<file path="src/rtl/rt_pkg.sv">
// Shared types for the ray-tracing front end: Q14.18 coordinate format, ray payload, scheduler states.
// No logic here; latency and backpressure live in the modules that use these types.
package rt_pkg;

  localparam int FRAC_BITS = 18;

  typedef logic [2:0][31:0] vec3_t;

  typedef struct packed {
    vec3_t origin;
    vec3_t direction;
  } ray_t;

  localparam logic [1:0] ST_IDLE  = 2'd0;
  localparam logic [1:0] ST_ISSUE = 2'd1;
  localparam logic [1:0] ST_DRAIN = 2'd2;

  function automatic logic [31:0] pix_to_q(input logic [31:0] pix, input int frac);
    return pix << frac;
  endfunction

endpackage

</file>
<file path="src/rtl/rt_ray_fifo.sv">
// Ray FIFO with registered storage and no fall-through: a push is visible on the pop side next cycle.
// Push while full is discarded, pop while empty is ignored; the output word holds until popped.
module rt_ray_fifo
  import rt_pkg::*;
#(
  parameter int DEPTH = 8
) (
  input  logic clk,
  input  logic reset,
  input  logic push,
  input  ray_t push_dat,
  input  logic pop,
  output ray_t pop_dat,
  output logic full,
  output logic empty
);

  localparam int PW = (DEPTH > 1) ? $clog2(DEPTH) : 1;
  localparam int CW = $clog2(DEPTH + 1);

  ray_t          mem [DEPTH];
  logic [PW-1:0] wr_ptr;
  logic [PW-1:0] rd_ptr;
  logic [CW-1:0] count;
  logic          do_push;
  logic          do_pop;

  assign full    = (count == CW'(DEPTH));
  assign empty   = (count == '0);
  assign do_push = push && !full;
  assign do_pop  = pop && !empty;
  assign pop_dat = mem[rd_ptr];

  function automatic logic [PW-1:0] ptr_inc(input logic [PW-1:0] p);
    return (p == PW'(DEPTH - 1)) ? '0 : p + 1'b1;
  endfunction

  always_ff @(posedge clk or posedge reset) begin
    if (reset) begin
      for (int i = 0; i < DEPTH; i++) mem[i] <= '0;
      wr_ptr <= '0;
      rd_ptr <= '0;
      count  <= '0;
    end else begin
      if (do_push) begin
        mem[wr_ptr] <= push_dat;
        wr_ptr      <= ptr_inc(wr_ptr);
      end
      if (do_pop) rd_ptr <= ptr_inc(rd_ptr);
      case ({do_push, do_pop})
        2'b10:   count <= count + 1'b1;
        2'b01:   count <= count - 1'b1;
        default: ;
      endcase
    end
  end

endmodule

</file>
<file path="src/rtl/rt_rgu_scheduler.sv">
// Raster-scan issue controller for the RGU; first rgu_start one cycle after frame_start, rays out RGU_LATENCY+1 after issue.
// Credits cap in-flight plus buffered rays at FIFO_DEPTH, so m_ready backpressure stalls issue instead of dropping rays.
module rt_rgu_scheduler
  import rt_pkg::vec3_t, rt_pkg::ray_t, rt_pkg::pix_to_q;
  import rt_pkg::ST_IDLE, rt_pkg::ST_ISSUE, rt_pkg::ST_DRAIN;
#(
  parameter int FRAC_BITS   = rt_pkg::FRAC_BITS,
  parameter int DIM_W       = 16,
  parameter int RGU_LATENCY = 5,
  parameter int FIFO_DEPTH  = 8
) (
  input  logic             clk,
  input  logic             reset,
  input  logic [DIM_W-1:0] cfg_width,
  input  logic [DIM_W-1:0] cfg_height,
  input  logic             frame_start,
  output logic             busy,
  output logic             frame_done,
  output logic             rgu_start,
  output logic [31:0]      rgu_x,
  output logic [31:0]      rgu_y,
  input  logic             rgu_valid,
  input  vec3_t            rgu_origin,
  input  vec3_t            rgu_direction,
  output logic             m_valid,
  input  logic             m_ready,
  output vec3_t            m_origin,
  output vec3_t            m_direction,
  output logic [DIM_W-1:0] m_x,
  output logic [DIM_W-1:0] m_y,
  output logic             m_last,
  output logic             err_overflow
);

  localparam int CW = $clog2(FIFO_DEPTH + 1);

  if (FIFO_DEPTH < RGU_LATENCY + 2) begin : g_depth_warn
    $warning("rt_rgu_scheduler: FIFO_DEPTH too shallow for one pixel per cycle");
  end

  logic [1:0]       state;
  logic [DIM_W-1:0] w_q, h_q;
  logic [DIM_W-1:0] nx, ny;
  logic [DIM_W-1:0] ox, oy;
  logic [CW-1:0]    credits;
  logic             start_q, done_q, err_q;
  logic [31:0]      x_q, y_q;

  logic             accept, dims_ok, start_ok, issue, last_issue;
  logic             pop, out_last, last_pop;
  logic [DIM_W-1:0] cur_x, cur_y, cur_w, cur_h;
  logic             fifo_full, fifo_empty;
  ray_t             fifo_in, fifo_out;

  // The accepting cycle already issues pixel (0,0) using the freshly sampled dimensions.
  always_comb begin
    accept     = frame_start && (state == ST_IDLE);
    dims_ok    = (cfg_width != '0) && (cfg_height != '0);
    start_ok   = accept && dims_ok;
    cur_x      = start_ok ? '0 : nx;
    cur_y      = start_ok ? '0 : ny;
    cur_w      = start_ok ? cfg_width : w_q;
    cur_h      = start_ok ? cfg_height : h_q;
    issue      = start_ok || ((state == ST_ISSUE) && (credits != '0));
    last_issue = (cur_x == cur_w - 1'b1) && (cur_y == cur_h - 1'b1);
    pop        = !fifo_empty && m_ready;
    out_last   = (ox == w_q - 1'b1) && (oy == h_q - 1'b1);
    last_pop   = pop && out_last;
  end

  always_ff @(posedge clk or posedge reset) begin
    if (reset) begin
      state   <= ST_IDLE;
      w_q     <= '0;
      h_q     <= '0;
      nx      <= '0;
      ny      <= '0;
      ox      <= '0;
      oy      <= '0;
      credits <= CW'(FIFO_DEPTH);
      start_q <= 1'b0;
      done_q  <= 1'b0;
      err_q   <= 1'b0;
      x_q     <= '0;
      y_q     <= '0;
    end else begin
      start_q <= issue;
      done_q  <= (accept && !dims_ok) || ((state == ST_DRAIN) && last_pop);

      if (issue) begin
        x_q <= pix_to_q(32'(cur_x), FRAC_BITS);
        y_q <= pix_to_q(32'(cur_y), FRAC_BITS);
        if (cur_x == cur_w - 1'b1) begin
          nx <= '0;
          ny <= cur_y + 1'b1;
        end else begin
          nx <= cur_x + 1'b1;
          ny <= cur_y;
        end
      end

      if (start_ok) begin
        w_q <= cfg_width;
        h_q <= cfg_height;
        ox  <= '0;
        oy  <= '0;
      end else if (pop) begin
        if (ox == w_q - 1'b1) begin
          ox <= '0;
          oy <= out_last ? '0 : oy + 1'b1;
        end else begin
          ox <= ox + 1'b1;
        end
      end

      case ({issue, pop})
        2'b10:   credits <= credits - 1'b1;
        2'b01:   credits <= credits + 1'b1;
        default: ;
      endcase

      // Credits make this unreachable unless the RGU returns rays it was never asked for.
      if (rgu_valid && fifo_full) err_q <= 1'b1;

      case (state)
        ST_IDLE:  if (start_ok) state <= last_issue ? ST_DRAIN : ST_ISSUE;
        ST_ISSUE: if (issue && last_issue) state <= ST_DRAIN;
        ST_DRAIN: if (last_pop) state <= ST_IDLE;
        default:  state <= ST_IDLE;
      endcase
    end
  end

  assign fifo_in.origin    = rgu_origin;
  assign fifo_in.direction = rgu_direction;

  rt_ray_fifo #(
    .DEPTH(FIFO_DEPTH)
  ) u_fifo (
    .clk     (clk),
    .reset   (reset),
    .push    (rgu_valid),
    .push_dat(fifo_in),
    .pop     (pop),
    .pop_dat (fifo_out),
    .full    (fifo_full),
    .empty   (fifo_empty)
  );

  assign busy         = (state != ST_IDLE);
  assign frame_done   = done_q;
  assign rgu_start    = start_q;
  assign rgu_x        = x_q;
  assign rgu_y        = y_q;
  assign m_valid      = !fifo_empty;
  assign m_origin     = fifo_out.origin;
  assign m_direction  = fifo_out.direction;
  assign m_x          = ox;
  assign m_y          = oy;
  assign m_last       = !fifo_empty && out_last;
  assign err_overflow = err_q;

endmodule

</file>
<file path="config.mk">
export PLATFORM = sky130hd
export DESIGN_NAME = rt_rgu_scheduler
export DESIGN_NICKNAME = d
export VERILOG_FILES = /design/src/rtl/rt_pkg.sv /design/src/rtl/rt_ray_fifo.sv /design/src/rtl/rt_rgu_scheduler.sv
export SDC_FILE = /design/constraint.sdc
export NUM_CORES = 2
export LEC_CHECK = 0
export CORE_MARGIN = 2
export CORE_UTILIZATION = 30
export CTS_BUF_LIST = sky130_fd_sc_hd__clkbuf_8
export CTS_CLUSTER_SIZE = 8
export DETAILED_ROUTE_END_ITERATION = 7
export DONT_BUFFER_PORTS = 1
export PLACE_DENSITY = 0.41
export SYNTH_ARGS = -nofsm -noshare
export SYNTH_HDL_FRONTEND = slang
export SYNTH_SLANG_ARGS = --single-unit
</file>
<file path="constraint.sdc">
create_clock -name clk -period 152.7 [get_ports clk]
set_input_delay 38.175 -clock clk [delete_from_list [all_inputs] [get_ports clk]]
set_output_delay 38.175 -clock clk [all_outputs]
set_load 0.03 [all_outputs]
</file>
# ---- Word-level counts from Yosys, hierarchy flattened
# Index checks and enable logic that the tools add are counted.
dict set report op_classes {
  reduce_logical 33
  add_sub_neg 14
  n_bitwise 2
  muxes 28
  eq_ne 16
  n_lt_le_gt_ge 3
}
# cell n
set op_table {}
lappend op_table {{$bwmux W1536} 1}
lappend op_table {{$bmux W192 S3} 1}
lappend op_table {{$demux W192 S3} 1}
lappend op_table {{$mux W192} 3}
lappend op_table {{$mux W16} 13}
lappend op_table {{$add A16 B1 Y16 const B} 4}
lappend op_table {{$eq A16 B16 Y1} 4}
lappend op_table {{$sub A16 B1 Y16 const B} 4}
lappend op_table {{$reduce_bool A16 Y1} 2}
lappend op_table {{$logic_and A1 B1 Y1} 16}
lappend op_table {{$pmux W4 S2} 2}
lappend op_table {{$reduce_bool A2 Y1} 5}
lappend op_table {{$add A4 B1 Y4 const B} 2}
lappend op_table {{$ge A4 B4 Y1 const B} 2}
lappend op_table {{$mux W2} 4}
lappend op_table {{$not A3 Y4} 2}
lappend op_table {{$sub A4 B1 Y4 const B} 2}
lappend op_table {{$add A3 B1 Y3 const B} 2}
lappend op_table {{$eq A2 B1 Y1 const B} 3}
lappend op_table {{$eq A2 B2 Y1 const B} 3}
lappend op_table {{$eq A3 B3 Y1 const B} 2}
lappend op_table {{$mux W3} 2}
lappend op_table {{$pmux W2 S3} 1}
lappend op_table {{$eq A4 B4 Y1 const B} 1}
lappend op_table {{10 further kinds} 14}
dict set report totals {
  ff_bits 1679
  elab_cells 160
  in_bits 229
  out_inout_bits 294
}

# ---- Depth between registers and ports, before layout
dict set report logic_depth {
  ltp_word 10
  ltp_mapped 22
  depth_no_buf 16
}

# ---- By module
# From an unflattened synthesis, not the netlist that was laid out.
dict set report unflattened {
  cells_unflattened 5169
  area_unflattened_um2 78048.6
}
# mod instances area_each_um2 cells_each seq_area_each_um2
set modules_own_cells {}
lappend modules_own_cells {rt_ray_fifo 1 68742.2 3994 38687.1}
lappend modules_own_cells {rt_rgu_scheduler 1 9306.4 1175 3329.4}

# ---- Worst setup path before layout
# Ideal clock, no wire load.
dict set report synth_path {
  path_kind {input -> register}
  start {input port cfg_height[3]}
  end {register state[0]}
  n_path_buf 7
  cell_stages 22
  setup_ps 134
  path_slack_ps 110385
  arrival_time_ps 42181
  required_ps 152566
  cell_sequence {buf_2 > nor4_1 > and2_1 > clkbuf_1 > and2_1 > buf_4 > nor2_1 > buf_2 > clkbuf_1 > nand2_1 > a21boi_0 > ha_1 > clkbuf_1 > nand3_1 > a221oi_2 > nand3_1 > nor4_1 > o21ai_0 > or2_1 > buf_4 > nor4_1 > o21ai_1}
}
dict set report synth_via {
  elab_chain_cells 10
  elab_cells_between_ends 20
  classes_between {2 x add/sub; 4 x eq/ne; 7 x mux; 7 x reduce/logical}
}
# element line_no
set synth_lines {}
lappend synth_lines {{start, declared} rt_rgu_scheduler.sv:15} ;# input logic [DIM_W-1:0] cfg_height,
lappend synth_lines {{$reduce_bool A16 Y1} rt_rgu_scheduler.sv:58} ;# dims_ok = (cfg_width != '0) && (cfg_height != '0);
lappend synth_lines {{$logic_and A1 B1 Y1} rt_rgu_scheduler.sv:58}
lappend synth_lines {{$logic_and A1 B1 Y1} rt_rgu_scheduler.sv:59} ;# start_ok = accept && dims_ok;
lappend synth_lines {{$mux W16} -}
lappend synth_lines {{$sub A16 B1 Y16} rt_rgu_scheduler.sv:65} ;# last_issue = (cur_x == cur_w - 1'b1) && (cur_y == cur_h - 1'b1);
lappend synth_lines {{$eq A16 B16 Y1} rt_rgu_scheduler.sv:65}
lappend synth_lines {{$logic_and A1 B1 Y1} rt_rgu_scheduler.sv:65}
lappend synth_lines {{$mux W2 or $logic_and A1 B1 Y1 (tied branches)} {rt_rgu_scheduler.sv:126, rt_rgu_scheduler.sv:127}}
lappend synth_lines {{$mux W2 or $ne A2 B1 Y1 (tied branches)} -}
lappend synth_lines {{$pmux W2 S3 or $reduce_and A3 Y1 (tied branches)} -}
lappend synth_lines {{end signal, assigned} rt_rgu_scheduler.sv:126} ;# ST_IDLE: if (start_ok) state <= last_issue ? ST_DRAIN : ST_ISSUE;
lappend synth_lines {{end, declared} rt_rgu_scheduler.sv:41} ;# logic [1:0] state;
# Several ways; a longest one is shown, not always the timed one. The select of a mux whose other input is x is not followed.
# A chain may end at the register's enable or synchronous reset.

==> impl_table.tex <==
\begin{tabular}{lr}
\hline
Metric & Value \\
\hline
\multicolumn{2}{l}{\textbf{Timing}} \\
\quad Min Tclk post-route & roughly 44 ns \\
\quad Final hold viol count & 0 \\
\quad Setup TNS & 0 ns \\
\quad Unrepaired setup endpoints after global routing & false \\
\quad Max-slew headroom at the worst pin & 25.0\% \\
\quad Actual transition at the worst max-transition pin & approximately 1.1 ns \\
\quad Max Slew Vio Count & 0 \\
\quad Worst clock skew on the final layout & 0.0612 ns \\
\quad Setup violation total in the final timing report & 0 \\
\quad Period utilization & about 29\% \\
\quad Maximum clock frequency & about 23 MHz \\
\multicolumn{2}{l}{\textbf{Layout}} \\
\quad Final instance area & 0.0878 mm\^{}2 \\
\quad Share of layout cells above drive strength 1 & slightly below 50\% \\
\quad Area Growth Syn to Fin & 13.0\% \\
\quad Layout net count & 5451 \\
\multicolumn{2}{l}{\textbf{Synthesis}} \\
\quad Mean cell area of the mapped netlist & 15.1 um\^{}2 \\
\quad Most used standard cell by instance count after synthesis & mux2\_2 \\
\quad Warnings from Yosys & 0 \\
\quad Count of unique library cells instantiated by Yosys & between 80 and 90 \\
\quad Cell area after technology mapping & between 0.07 and 0.08 mm\^{}2 \\
\quad Post-synthesis cell type with the largest combined area & dfrtp\_1 \\
\quad Number of register bits inferred by synthesis & $\sim$1700 \\
\quad Number of flops mapped to enable cells by yosys & 0 \\
\quad Main synth FF type & dfrtp\_1 \\
\quad Cell types occupying the most area after synthesis & dfrtp\_1 (54\%), mux2\_2 (25\%), mux4\_2 (11\%) \\
\quad Area share of the largest cell type after synthesis & 54.1\% \\
\quad Top cells by instance count after synthesis & mux2\_2 (1731), dfrtp\_1 (1678), mux4\_2 (384) \\
\quad Portion of the post-synthesis area used by sequential elements & 54.1\% \\
\quad Share of flip-flops with an asynchronous set or reset after synthesis & between 90\% and 100\% \\
\quad Number of instances in the synthesized netlist & $\sim$5000 \\
\multicolumn{2}{l}{\textbf{Run}} \\
\quad MaxCap Viol Count & 0 \\
\multicolumn{2}{l}{\textbf{Run status}} \\
\quad Status & finished, final reports clean \\
\multicolumn{2}{l}{\textbf{Placed design}} \\
\quad Post-place instance area & just over 0.08 mm\^{}2 \\
\quad Placed wire-length estimate & roughly 130 mm \\
\quad Weighted congestion reported at the end of routability-driven placement & around 0.82 \\
\quad IO buf count & 0 \\
\multicolumn{2}{l}{\textbf{Critical path}} \\
\quad Start-to-end type of the worst setup path & register to primary output \\
\quad Family with the most delay on the worst path & buffers and inverters \\
\quad Worst Path Buf+Inv & 3 \\
\quad CP cell instances & buf\_4, buf\_4, buf\_4, mux4\_2, mux2\_2 \\
\quad Worst endpoint data arrival time & between 5 and 6 ns \\
\quad Critical path depth & 5 \\
\quad Critical path capture point type & primary output \\
\quad Reg-to-reg critical path endpoint & ny[12] \\
\quad Cell with the largest stage delay on the worst path & dfrtp\_4 \\
\quad Worst Path Max Fanout & 40 \\
\quad Worst R2R Start & state[1] \\
\quad Maximum single-stage delay on the critical path & 0.91 ns \\
\quad Number of cell instances on the worst register-to-register path & 14 \\
\quad Worst EP required & around 110 ns \\
\quad Category of the worst setup path launch point & register \\
\quad CP Capture Point & m\_direction[89] \\
\quad Worst setup slack for register-to-register paths & 147.44 ns \\
\quad Critical path startpoint & u\_fifo.rd\_ptr[0] \\
\quad Most frequent cell on the critical path & buf\_4 \\
\multicolumn{2}{l}{\textbf{Global routing}} \\
\quad Overflow after GRT & 0 \\
\quad Maximum number of pins on one net before global-route repair & roughly 170 \\
\quad Initial antenna violation count & 8 \\
\quad Wire length of the first global-routing pass & approximately 330 mm \\
\quad All-layer global routing usage & between 15 and 20\% \\
\quad Via count of the first global-routing pass & $\sim$49000 \\
\multicolumn{2}{l}{\textbf{Clocking}} \\
\quad Number of buffers added to fix hold violations after cts & 0 \\
\quad Post-CTS setup buffer count & 0 \\
\quad Maximum clock path buffer count & 4 \\
\quad Buffer cell driving the clock tree root & clkbuf\_8 \\
\quad Clk Latency, worst-skew pair & roughly 0.94 ns \\
\quad Number of sinks handled by clock tree synthesis & between 1500 and 2000 \\
\quad Clock-pin transition on the worst setup and hold timing paths & $\sim$0.060 ns \\
\quad Number of H-tree levels & 5 \\
\quad CTS tree & done \\
\quad Number of buffers created by CTS & 330 \\
\quad Number of gates given a new drive strength after cts & 0 \\
\multicolumn{2}{l}{\textbf{Route}} \\
\quad Number of iterations in the first detailed-routing pass & 5 \\
\quad Post-detailed-route DRC marker count & 0 \\
\quad Total detailed-routing wirelength & about 220 mm \\
\quad Count of antenna-violating nets left after detailed routing & 0 \\
\quad Vias & around 45000 \\
\quad Vias per cell & approximately 5.0 \\
\quad Detailed Route Iter0 Violations & approximately 2300 \\
\quad Routed wire length per instance & roughly 25 um \\
\multicolumn{2}{l}{\textbf{Die}} \\
\quad Initial core utilization & a little under a third \\
\quad Total Die Area & 0.263 mm\^{}2 \\
\quad Core outline area & approximately 0.26 mm\^{}2 \\
\quad Overall die width & $\sim$500 um \\
\quad Count of standard-cell rows & between 150 and 200 \\
\quad Die extent in y & between 500 and 600 um \\
\quad Top-level I/O count & 523 \\
\multicolumn{2}{l}{\textbf{Power and ir drop}} \\
\quad Static leakage power & approximately 37 nW \\
\quad Power density over cell area & approximately 23 mW/mm\^{}2 \\
\quad IR drop worst, VDD & about 0.000013 V \\
\multicolumn{2}{l}{\textbf{Worst hold path}} \\
\quad Type of the tightest min-delay check & register to register \\
\hline
\end{tabular}
[cells in the final DEF (no fill, tap or decap), drive strengths merged, types with 16 or more instances in the layout]
| cell | netlist | layout |
|---|---|---|
| mux4 | 384 | 384 |
| nor2 | 71 | 71 |
| clkbuf | 283 | 413 |
| and3 | 35 | 35 |
| a21oi | 77 | 77 |
| nand2b | 16 | 16 |
| dfrtp | 1678 | 1678 |
| nor3 | 40 | 40 |
| clkinv | 1 | 28 |
| nand4 | 23 | 23 |
| xnor2 | 66 | 66 |
| o21ai | 40 | 40 |
| inv | 34 | 156 |
| conb | 1 | 36 |
| nor4 | 26 | 26 |
| ha | 18 | 18 |
| xor2 | 56 | 56 |
| nand3 | 49 | 49 |
| a31oi | 21 | 21 |
| nand2 | 198 | 198 |
| buf | 105 | 80 |
| mux2 | 1731 | 1731 |
[power breakdown]
| part | switching (mW) | internal, mW |
|---|---|---|
| logic | 0.421 | 0.411 |
| clock network | 0.203 | 0.250 |
| registers | 0.118 | 0.657 |
| total | 0.743 | 1.32 |
[state kept, by name, indices dropped and copies added (netlist names), 4 cells and up]
signal / count
nx: 16
rgu_y: 14
h_q: 16
m_x: 16
ny: 16
u_fifo.count: 4
m_y: 16
w_q: 16
rgu_x: 14
u_fifo.mem: 1536
credits: 4
[per-layer routing]
metal | up-vias | share of wire (%) | track usage [%]
met5 | - | 0 | 0
met4 | 0 | 2.2 | 4.48
met3 | 340 | 6.3 | 4.54
met2 | 970 | 47 | 27.1
met1 | 24000 | 44 | 21.9
li1 | 19200 | - | -
[final cells by class]
| type | count | area, um^2 |
|---|---|---|
| flip-flops and latches | 1679 | 42000 |
| diodes | 4 | 10.0 |
| multi-input cells | 3076 | 34100 |
| clock buffers | 413 | 5680 |
| repair buffers | 80 | 738 |
| clock inverters | 157 | 878 |
| inverters | 35 | 139 |
| fillers | 25000 | 169000 |
| well taps | 3384 | 4230 |
[worst min path at each step]
| stage | startpoint | to | slack, ns | cells past startpoint |
|---|---|---|---|---|
| global route | u_fifo.mem[364] | u_fifo.mem[364] | 0.51 | 1 |
| floorplan | u_fifo.mem[1053] | u_fifo.mem[1053] | 0.47 | 1 |
| detailed placement | u_fifo.mem[1048] | u_fifo.mem[1048] | 0.49 | 1 |
| global placement | u_fifo.mem[1008] | u_fifo.mem[1008] | 0.48 | 1 |
| CTS | u_fifo.mem[1103] | u_fifo.mem[1103] | 0.50 | 1 |
| finish | u_fifo.mem[354] | u_fifo.mem[354] | 0.50 | 1 |
[through the flow]
| stage | setup WS, ns | instances | util [%] | hold slack [ns] | total power [mW] |
|---|---|---|---|---|---|
| floorplan | 67.14 | 5178 | - | 0.474 | 1.43 |
| global placement | 109.48 | 8254 | 31.6 | 0.482 | 1.62 |
| detailed placement | 109.49 | 8254 | 31.6 | 0.487 | 1.64 |
| CTS | 108.73 | 8824 | 34.1 | 0.499 | 2.11 |
| global route | 108.53 | 8825 | 34.1 | 0.506 | 2.19 |
| finish | 109.16 | 8828 | 34.1 | 0.497 | 2.06 |
[cells by family after synthesis]
group                    count (synthesis)  share of synthesized area, %
multiplexers                          2120                          36.3
flip-flops                            1679                          54.1
AND/OR/NAND/NOR                        539                          3.55
buffers and inverters                  423                          2.28
AO/OA/AOI/OAI                          238                          2.04
XOR/XNOR                               123                          1.40
adder cells (fa/ha/maj)                 20                         0.341
other                                    1                       0.00483
Power figures use the tool's default switching activity.
